## src/rtl/serial_compare_sequencer.sv

```systemverilog
// serial_compare_sequencer: compares two WIDTH-bit operands MSB-first
// by driving one external 2-bit comparator slice per clock.
//
// Optional feature macro: EARLY_EXIT_EN
//   defined   : leave COMPARE on the first non-equal slice
//   undefined : always examine all NSLICE slices (constant latency)
//
// Parameters:
//   WIDTH    operand width, even and >= 2 (NSLICE = WIDTH/2)
//
// Ports:
//   clk, rst_n          clock, synchronous active-low reset
//   start               request, accepted only in IDLE
//   a, b                operands, captured on accepted start
//   slice_a, slice_b    current 2-bit slices toward the comparator
//   slice_gt/eq/lt      comparator flags for the current slice
//   busy                high in COMPARE and DONE
//   done                one-cycle pulse, result valid
//   gt, eq, lt, err     registered result, held until next start

module serial_compare_sequencer #(
  parameter int WIDTH = 8
) (
  input  logic             clk,
  input  logic             rst_n,
  input  logic             start,
  input  logic [WIDTH-1:0] a,
  input  logic [WIDTH-1:0] b,
  output logic [1:0]       slice_a,
  output logic [1:0]       slice_b,
  input  logic             slice_gt,
  input  logic             slice_eq,
  input  logic             slice_lt,
  output logic             busy,
  output logic             done,
  output logic             gt,
  output logic             eq,
  output logic             lt,
  output logic             err
);

  localparam int NSLICE = WIDTH / 2;
  localparam int IW = (NSLICE > 1) ? $clog2(NSLICE) : 1;
  localparam logic [IW-1:0] LAST = IW'(NSLICE - 1);

  typedef enum logic [1:0] {
    IDLE    = 2'd0,
    COMPARE = 2'd1,
    DONE    = 2'd2
  } state_t;

  state_t           state;
  logic [WIDTH-1:0] a_r;
  logic [WIDTH-1:0] b_r;
  logic [IW-1:0]    idx;
  logic             decided;

  logic [WIDTH-1:0] a_sh;
  logic [WIDTH-1:0] b_sh;
  logic             in_cmp;
  logic             flags_ok;
  logic             hit;
  logic             last_slice;
  logic             leave;

  // Shifting instead of an indexed part-select keeps the
  // slice mux free of index-width mismatches.
  assign a_sh   = a_r >> {idx, 1'b0};
  assign b_sh   = b_r >> {idx, 1'b0};
  assign in_cmp = (state == COMPARE);

  assign slice_a = in_cmp ? a_sh[1:0] : 2'b00;
  assign slice_b = in_cmp ? b_sh[1:0] : 2'b00;

  always_comb begin
    flags_ok = 1'b0;
    unique case ({slice_gt, slice_eq, slice_lt})
      3'b100:  flags_ok = 1'b1;
      3'b010:  flags_ok = 1'b1;
      3'b001:  flags_ok = 1'b1;
      default: flags_ok = 1'b0;
    endcase
  end

  // First non-equal slice settles the result; later ones are ignored.
  assign hit        = !decided && (slice_gt || slice_lt);
  assign last_slice = (idx == '0);

`ifdef EARLY_EXIT_EN
  assign leave = last_slice || hit;
`else
  assign leave = last_slice;
`endif

  always_ff @(posedge clk) begin
    if (!rst_n) begin
      state   <= IDLE;
      a_r     <= '0;
      b_r     <= '0;
      idx     <= '0;
      decided <= 1'b0;
      busy    <= 1'b0;
      done    <= 1'b0;
      gt      <= 1'b0;
      eq      <= 1'b0;
      lt      <= 1'b0;
      err     <= 1'b0;
    end else begin
      unique case (state)
        IDLE: begin
          done <= 1'b0;
          if (start) begin
            a_r     <= a;
            b_r     <= b;
            idx     <= LAST;
            decided <= 1'b0;
            gt      <= 1'b0;
            eq      <= 1'b0;
            lt      <= 1'b0;
            err     <= 1'b0;
            busy    <= 1'b1;
            state   <= COMPARE;
          end
        end
        COMPARE: begin
          if (!flags_ok) begin
            // Untrustworthy comparator: flag and bail out.
            err   <= 1'b1;
            gt    <= 1'b0;
            eq    <= 1'b0;
            lt    <= 1'b0;
            done  <= 1'b1;
            state <= DONE;
          end else begin
            if (hit) begin
              gt      <= slice_gt;
              lt      <= slice_lt;
              decided <= 1'b1;
            end
            if (last_slice && !decided && slice_eq) begin
              eq <= 1'b1;
            end
            if (leave) begin
              done  <= 1'b1;
              state <= DONE;
            end else begin
              idx <= idx - 1'b1;
            end
          end
        end
        DONE: begin
          done  <= 1'b0;
          busy  <= 1'b0;
          state <= IDLE;
        end
        default: begin
          done  <= 1'b0;
          busy  <= 1'b0;
          state <= IDLE;
        end
      endcase
    end
  end

endmodule
```

## config.mk

```make
export PLATFORM = sky130hd
export DESIGN_NAME = serial_compare_sequencer
export DESIGN_NICKNAME = d
export VERILOG_FILES = /design/src/rtl/serial_compare_sequencer.sv
export SDC_FILE = /design/constraint.sdc
export NUM_CORES = 1
export LEC_CHECK = 0
export CAP_MARGIN = 20
export CORE_MARGIN = 3
export CORE_UTILIZATION = 38
export CTS_BUF_LIST = sky130_fd_sc_hd__clkbuf_4 sky130_fd_sc_hd__clkbuf_8 sky130_fd_sc_hd__clkbuf_16
export DETAILED_ROUTE_END_ITERATION = 8
export PLACE_DENSITY = 0.7
export SYNTH_ARGS = -nofsm -noshare
export SYNTH_HDL_FRONTEND = slang
export SYNTH_SLANG_ARGS = --single-unit
```

## constraint.sdc

```tcl
create_clock -name clk -period 3.8 [get_ports clk]
set_input_delay 0.76 -clock clk [delete_from_list [all_inputs] [get_ports clk]]
set_output_delay 0.76 -clock clk [all_outputs]
set_load 0.02 [all_outputs]
```

==> results of run 1 <==
-- cell usage after synthesis, drive strengths merged (2+ instances only) --
library cell | n | area, um2
dfxtp | 27 | 540.5
clkbuf | 3 | 11.26
nand3 | 3 | 15.01
o21ai | 2 | 10.01
a21oi | 19 | 95.09
o211a | 2 | 20.02
nor3 | 3 | 15.01
nand2 | 34 | 127.6
inv | 3 | 11.26
buf | 6 | 30.03
nor3b | 2 | 15.01
nor2 | 9 | 33.78
nand2b | 2 | 20.02
a211oi | 3 | 22.52
mux4 | 4 | 90.09
a2111oi | 2 | 30.03
and2 | 4 | 25.02
-- worst min-delay path, delay by kind of cell, from the launching register on --
family | cells | cell delay (ns)
flip-flops | 1 | 0.33
AND/OR/NAND/NOR | 1 | 0.05
AO/OA/AOI/OAI | 1 | 0.05
-- per-stage QoR --
step | std cells | setup WS [ns] | hold WS (ns) | instance area (um2)
after global placement | 203 | 1.285 | 0.4414 | 1529
after floorplan | 138 | 1.853 | 0.4331 | 1200
final | 207 | 0.9167 | 0.4625 | 1559
after CTS | 207 | 0.8920 | 0.4655 | 1559
after global routing | 207 | 0.7499 | 0.4873 | 1559
after detailed placement | 203 | 1.273 | 0.4468 | 1529
-- report_power, final --
| part | switching [uW] | total, uW | internal [uW] |
|---|---|---|---|
| registers | 15.3 | 317 | 302 |
| clock network | 76.5 | 125 | 48.1 |
| logic | 54.6 | 114 | 59.5 |
-- routing by layer --
metal / global-route usage / up-vias
li1: - / 527
met3: 0.02523 / 2
met2: 0.2500 / 24
met1: 0.1512 / 474
met4: 0.04144 / 0
met5: 0 / -
-- sequential cells by signal, indices dropped and copies added (netlist names) --
name     cells
a_r          8
eq           1
gt           1
state        2
decided      1
b_r          8
idx          2
busy         1
done         1
lt           1
err          1
-- layout by cell type, fill, tap and decap left out --
master / count
a2111oi_2: 2
a211oi_1: 3
a21oi_1: 19
a22oi_1: 1
and2_1: 4
buf_4: 1
clkbuf_4: 4
clkdlybuf4s50_1: 31
dfxtp_1: 27
ha_1: 1
inv_1: 3
mux2i_1: 1
mux4_2: 4
nand2_1: 34
nand2b_1: 1
nand2b_4: 1
nand3_1: 3
nor2_1: 9
nor2b_1: 1
nor3_1: 3
nor3b_1: 2
o211a_1: 2
o21ai_0: 2
o22ai_1: 1
o311a_2: 1
or2_2: 1
or4b_1: 1
xnor2_1: 1
xor2_1: 1
-- area by class of cell --
cell class	instances	share of cell area
Clock buffer	4	0.01926
Timing Repair Buffer	32	0.2039
Tap cell	42	0.03371
Multi-Input combinational cell	99	0.3892
Sequential cell	27	0.3467
Inverter	3	0.007223
-- final timing paths --
kind / cells after the start / endpoint
worst max-delay path: 3 / slice_a[0]
worst min-delay path: 2 / a_r[5]$_SDFFE_PN0P_
worst max register to register: 6 / idx[1]$_SDFFE_PN0P_
worst min register to register: 2 / a_r[5]$_SDFFE_PN0P_
-- logic make-up (layout without fill, tap and decap cells) --
kind of cell | after synthesis | after routing | synth area share
AND/OR/NAND/NOR | 60 | 60 | 0.2284
AO/OA/AOI/OAI | 31 | 31 | 0.1689
flip-flops | 27 | 27 | 0.4505
buffers and inverters | 12 | 39 | 0.04380
multiplexers | 5 | 5 | 0.08342
XOR/XNOR | 2 | 2 | 0.01460
adder cells (fa/ha/maj) | 1 | 1 | 0.01043
==> results.toml, run 1 <==
[timing]
final-hold-violation-count = 0
tightest_slew_ns = 0.7211
min_period_over_period = 0.7588
finalCriticalPeriod_ns = 2.883
setup-tns-final_ns = 0
slew_headroom = 0.5187
fin_worst_skew_ns = 0.003420
rsz0062_at_grt = "false"
setup_violations = 0
clock.fmax_ghz = 0.3468
slew_viol_final = 0

[finish]
area_growth_syn_to_layout_pct = 29.93
regArea_um2 = 540.5
fillers = 276
final_util = 0.5420
drive_above_1_share = 0.08485
diodes = 0
multiInputGateArea_um2 = 606.8
fin_nets = 189

[logic_synthesis]
synth-main-ff-cell = "dfxtp_1"
ys_seq_area_frac = 0.4505
synth_nets = 161
async_reset_ff_frac = 0
ys_seq_elements = 27
synth_cell_types = 28
synth_edf_count = 0
syn_area_um2 = 1200
yosys_warnings = 0
synthCells = 138
avgSynthCellArea_um2 = 8.695

[power_and_ir_drop]
p_leak_uw = 0.0005756
pwr_density_cell_nw_per_um2 = 356.4
ir_drop_mv = 0.1937
finalPower_uw = 555.6

[global_routing]
grt_pass1_wl_um = 4347
grt-ovfl-total = 0
grt_pass1_vias = 1045
antenna_found_initial = 0
grt_use_total = 0.1333
grt_max_degree = 24

[hold_path]
worstHoldStart = "a_r[5]$_SDFFE_PN0P_"
hp-class = "flip-flop to flip-flop"

[placement]
gp_congestion = 0.7789
place_hpwl_um = 1816
io_buffers = 31

[cts]
root_buffer = "clkbuf_4"
cts_buffer_depth = 2
post-cts-setup-buffers = 0
clk_latency_ns = 0.31
cts_tree = "yes"
clk_pin_slew_ns = 0.13
cts_buffers = 3
htreeDepth = 1
ctsResizeCount = 0
cts_hold_buf = 0
cts.sinks = 27

[run]
maxCapViolCount = 0

[drt]
top_layer = "met4"
wl_met1_um = 1090
dr_wl_met2_um = 1276
ant_nets = 0
wl_per_cell_um = 12.14
first_pass_iters = 4
drtIter0Drc = 40
drc = 0
drt-total-wl_um = 2514
viasPerCell = 4.961
vias = 1027
met3_length_um = 138

[critical_path]
crit_arrival_ns = 2.12
regToRegSetupSlack_ns = 2.04
critPathLaunch = "idx[0]$_SDFFE_PN0P_"
cp_cell_sequence = "mux4_2 -> and2_1 -> clkdlybuf4s50_1"
crit_path_max_fanout = 7
critPathTopFamily = "flip-flops"
worstSetupEndpointType = "output port"
worst-path-buf-inv = 1
crit_path_max_incr_delay_ns = 0.56
required_ns = 3.04
critPathLaunchType = "flip-flop"
path_class = "flip-flop to output port"
crit_slowest_cell = "dfxtp_1"
r2r_start = "idx[0]$_SDFFE_PN0P_"

[floorplan]
chipHeight_um = 62.19
start_util = 0.4171
core_region_area_um2 = 2877
boundaryPins = 32
die-area_um2 = 3868
row_count = 19
die_w_um = 62.19

[status]
status = "complete, no violations"
(Power assumes the default switching activity.)
==> run 2, diff against run 1 <==
Settings changed: PLACE_DENSITY 0.7 to 0.73.
Clock period 3.8 ns to 2.4 ns, I/O delays scaled along.
==> run 2 against run 1 <==
Against the previous run:
- worst setup slack lost 0.79 ns
- register-to-register slack lost 1.3 ns
- critical path type unchanged
- worst hold slack lost 0.00081 ns
==> results.toml, run 2 (same netlist as run 1, synthesis figures left out) <==
[timing]
slew_headroom = 0.5389
slew_viol_final = 0
final-hold-violation-count = 0
finalCriticalPeriod_ns = 2.269
tightest_slew_ns = 0.6909
setup-tns-final_ns = 0
min_period_over_period = 0.9455
clock.fmax_ghz = 0.4407
setup_violations = 0
fin_worst_skew_ns = 0.003701
whs_ns = 0.4617
rsz0062_at_grt = "false"

[finish]
regArea_um2 = 541.8
multiInputGateArea_um2 = 606.8
final_cell_mix = "nand2_1, clkdlybuf4s50_1, dfxtp_1, a21oi_1, nor2_1"
area_growth_syn_to_layout_pct = 32.12
fillers = 263
final_common_cell = "nand2_1"
drive_above_1_share = 0.1124
diodes = 0
fin_nets = 193
top_regs = "a_r: 8 flops, b_r: 8 flops"

[cts]
clk_pin_slew_ns = 0.13
cts_buffer_depth = 2
cts_buffers = 3
cts_hold_buf = 0
root_buffer = "clkbuf_4"
cts.sinks = 27
post-cts-setup-buffers = 0
clk_latency_ns = 0.32
cts_tree = "yes"
htreeDepth = 1

[drt]
ant_nets = 0
drt-total-wl_um = 2556
wl_per_cell_um = 12.11
drtIter0Drc = 24
first_pass_iters = 4
drc = 0
vias = 1073
viasPerCell = 5.085

[critical_path]
cp_cell_sequence = "buf_4 -> mux4_2 -> and2_1 -> dlygate4sd2_1"
critPathLaunchType = "flip-flop"
crit_slowest_cell = "mux4_2"
crit_path_max_incr_delay_ns = 0.48
critPathTopFamily = "multiplexers"
required_ns = 1.92
crit_path_max_fanout = 3
worstSetupEndpointType = "output port"
crit_arrival_ns = 1.79
worst-path-buf-inv = 2
path_class = "flip-flop to output port"

[power_and_ir_drop]
p_leak_uw = 0.0006153
finalPower_uw = 891.4
ir_drop_mv = 0.3926
sw_frac_of_total = 0.2655
pwr_density_cell_nw_per_um2 = 562.3
pwr-share-seq = 0.559
p_comb_frac = 0.216
p_clk_frac = 0.224
power.internal_uw = 654.7
switchingPower_uw = 236.7

[floorplan]
core_region_area_um2 = 2877
die_w_um = 62.19
die-area_um2 = 3868
row_count = 19
chipHeight_um = 62.19
boundaryPins = 32
start_util = 0.4171

[hold_path]
hp-class = "flip-flop to flip-flop"

[global_routing]
busiest_layer = "met2"
grt_max_degree = 24
grt_pass1_vias = 1047
grt_use_total = 0.1345
grt_pass1_wl_um = 4278
antenna_found_initial = 0
use_met2 = 0.2392
grt-ovfl-total = 0
use_met3 = 0.03964
use_met1 = 0.1470

[run]
maxCapViolCount = 0

[status]
status = "complete, no violations"

[placement]
gp_congestion = 0.8120
place_hpwl_um = 1935
io_buffers = 31
-- run 2: changes by cell type in the layout (fill, tap and decap cells not counted) --
| cell | previous run | this run |
|---|---|---|
| buf_4 | 1 | 5 |
| clkdlybuf4s50_1 | 31 | 27 |
| dlygate4sd2_1 | 0 | 4 |
| dfxtp_1 | 27 | 26 |
| dfxtp_2 | 0 | 1 |
-- run 2: final timing paths --
kind                       start                  end  slack (ns)  depth (start not counted)
min reg2reg  b_r[5]$_SDFFE_PN0P_  b_r[5]$_SDFFE_PN0P_        0.46                          2
max reg2reg  idx[1]$_SDFFE_PN0P_  idx[0]$_SDFFE_PN0P_        0.72                          6
min          b_r[5]$_SDFFE_PN0P_  b_r[5]$_SDFFE_PN0P_        0.46                          2
max          idx[0]$_SDFFE_PN0P_           slice_b[1]        0.13                          4
-- run 2: layout make-up --
cell class,count,share of cell area
sequential,27,0.3418
multi-input combinational,99,0.3828
tap,42,0.03315
timing repair buffer,36,0.2163
inverter,3,0.007103
clock buffer,4,0.01894
-- run 2: repair_timing --
action                                  in CTS  in global routing
hold endpoints to repair                     0                  0
endpoints found under the setup margin       4                  2
gates resized for setup                      4                  1
-- run 2: tightest hold or removal path, stage by stage (launching register included) --
cell and delay, ns:
dfxtp_1 0.33, nand2_1 0.05, a21oi_1 0.05
-- run 2: through the flow --
stage               worst slack [ns]    util  area [um2]  std cells
finish                        0.1309  0.5511        1585        211
global route                 0.05013  0.5511        1585        211
CTS                          0.07192  0.5507        1584        211
detailed placement            0.2275  0.5420        1559        207
global placement              0.2378  0.5420        1559        207
floorplan                     0.7331       -        1200        138
-- run 2: power by group through the flow --
stage | clock [uW] | combinational, uW | sequential (uW)
6_report | 200 | 193 | 499
5_1_grt | 226 | 212 | 503
4_1_cts | 209 | 194 | 499
3_5_place_dp | 0 | 195 | 509
3_3_place_gp | 0 | 190 | 507
2_1_floorplan | 0 | 114 | 507
-- run 2: metal layers --
| layer | up-vias | share of wire | routed length, um |
|---|---|---|---|
| met3 | 5 | 0.058 | 148 |
| met4 | 0 | 0.013 | 32 |
| met1 | 501 | 0.44 | 1131 |
| met2 | 32 | 0.49 | 1243 |
| met5 | - | 0 | 0 |
| li1 | 535 | - | - |
==> run 3, diff against run 2 <==
Settings changed: GPL_TIMING_DRIVEN from default to 0.
==> run 3 against run 2 <==
Against the previous run:
- clock power increased by 5%
- total power rose by 0.93%
- first-iteration DRC count rose to 2.7 times the previous value
- critical path depth is the same
- largest cell class unchanged
==> results.toml, run 3 (same netlist as run 1, synthesis figures left out) <==
[cts]
cts.sinks = 27
clk_latency_ns = 0.33
cts_buffer_depth = 2
clk_pin_slew_ns = 0.14
htreeDepth = 1
cts_hold_buf = 0
root_buffer = "clkbuf_4"
cts_buffers = 3
post-cts-setup-buffers = 0
cts_tree = "yes"

[finish]
top_regs = "a_r: 8 flops, b_r: 8 flops"
multiInputGateArea_um2 = 606.8
regArea_um2 = 540.5
area_growth_syn_to_layout_pct = 32.01
final_cell_mix = "nand2_1, dfxtp_1, clkdlybuf4s50_1, a21oi_1, nor2_1"
diodes = 0
fin_nets = 196
final_common_cell = "nand2_1"
fillers = 284
drive_above_1_share = 0.1163

[floorplan]
row_count = 19
core_region_area_um2 = 2877
start_util = 0.4171
die-area_um2 = 3868
chipHeight_um = 62.19
boundaryPins = 32
die_w_um = 62.19

[critical_path]
worstSetupEndpointType = "output port"
critPathLaunchType = "flip-flop"
required_ns = 1.92
critPathTopFamily = "buffers and inverters"
cp_cell_sequence = "clkbuf_4 -> mux4_2 -> and2_1 -> dlygate4sd2_1"
crit_arrival_ns = 1.85
crit_slowest_cell = "mux4_2"
crit_path_max_fanout = 7
crit_path_max_incr_delay_ns = 0.51
worst-path-buf-inv = 2
path_class = "flip-flop to output port"

[global_routing]
grt_pass1_wl_um = 4609
antenna_found_initial = 0
grt_use_total = 0.1450
grt-ovfl-total = 0
grt_pass1_vias = 1040
grt_max_degree = 15

[drt]
met3_length_um = 218
viasPerCell = 4.953
wl_met1_um = 1198
wl_per_cell_um = 12.75
vias = 1060
drc = 0
drtIter0Drc = 65
first_pass_iters = 4
top_layer = "met4"
drt-total-wl_um = 2729
dr_wl_met2_um = 1283
ant_nets = 0

[timing]
finalCriticalPeriod_ns = 2.329
rsz0062_at_grt = "false"
slew_headroom = 0.6812
fin_worst_skew_ns = 0.002705
clock.fmax_ghz = 0.4294
tightest_slew_ns = 0.4783
min_period_over_period = 0.9704
final-hold-violation-count = 0
setup-tns-final_ns = 0
setup_violations = 0
slew_viol_final = 0

[power_and_ir_drop]
finalPower_uw = 899.7
pwr_density_cell_nw_per_um2 = 568.0
p_leak_uw = 0.0006097
ir_drop_mv = 0.2345

[run]
maxCapViolCount = 0

[placement]
gp_congestion = 0.8703
io_buffers = 30
place_hpwl_um = 2014

[hold_path]
hp-class = "flip-flop to flip-flop"

[status]
status = "complete, no violations"
run 3: cell count changes in the layout (fill, tap and decap cells not counted), sizes merged:
cell / before / now
dlygate4sd2: 4 / 2
clkdlybuf4s50: 27 / 26
clkdlybuf4s15: 0 / 2
clkbuf: 4 / 8
run 3: worst paths after layout:
path                                          start             endpoint  slack [ns]  depth (start not counted)
worst max-delay path            idx[0]$_SDFFE_PN0P_           slice_b[0]        0.07                          4
worst min-delay path            a_r[6]$_SDFFE_PN0P_  a_r[6]$_SDFFE_PN0P_        0.46                          2
worst max register to register  idx[0]$_SDFFE_PN0P_  idx[1]$_SDFFE_PN0P_        0.76                          7
worst min register to register  a_r[6]$_SDFFE_PN0P_  a_r[6]$_SDFFE_PN0P_        0.46                          2
run 3: worst reg2reg max path, delay by kind of cell (launching register included):
family / cells / cell delay [ns]
compound gates: 2 / 0.48
fa+ha+maj: 1 / 0.24
buf+inv: 2 / 0.25
flops: 1 / 0.33
simple gates: 2 / 0.27
run 3: power breakdown:
group,switching (uW),internal [uW]
clock network,133,76.5
registers,19.3,478
logic,95.8,98.0
run 3: metrics by stage:
step / hold WS [ns] / setup slack (ns) / cell area, um2 / utilization / instances
2_1_floorplan: 0.4331 / 0.7331 / 1200 / - / 138
3_3_place_gp: 0.4415 / 0.2023 / 1553 / 0.5398 / 210
3_5_place_dp: 0.4441 / 0.1836 / 1553 / 0.5398 / 210
4_1_cts: 0.4627 / 0.02234 / 1578 / 0.5485 / 214
5_1_grt: 0.4838 / 0.01419 / 1584 / 0.5507 / 214
6_report: 0.4615 / 0.07115 / 1584 / 0.5507 / 214
run 3: cell type report:
cell class | instances | area share
tap | 42 | 0.03318
clock buffer | 4 | 0.01896
inverter | 3 | 0.007109
sequential | 27 | 0.3412
timing repair buffer | 30 | 0.1880
buffer | 9 | 0.02844
multi-input combinational | 99 | 0.3831
run 3: repair_timing:
item | 4_1_cts | 5_1_grt
resized for setup | 4 | 5
endpoints found under the setup margin | 4 | 4
gates cloned | 0 | 0
run 3: per-layer routing:
layer	global-route usage	vias up
li1	-	541
met1	0.1689	480
met2	0.2581	35
met3	0.03604	4
met4	0.04972	0
met5	0	-
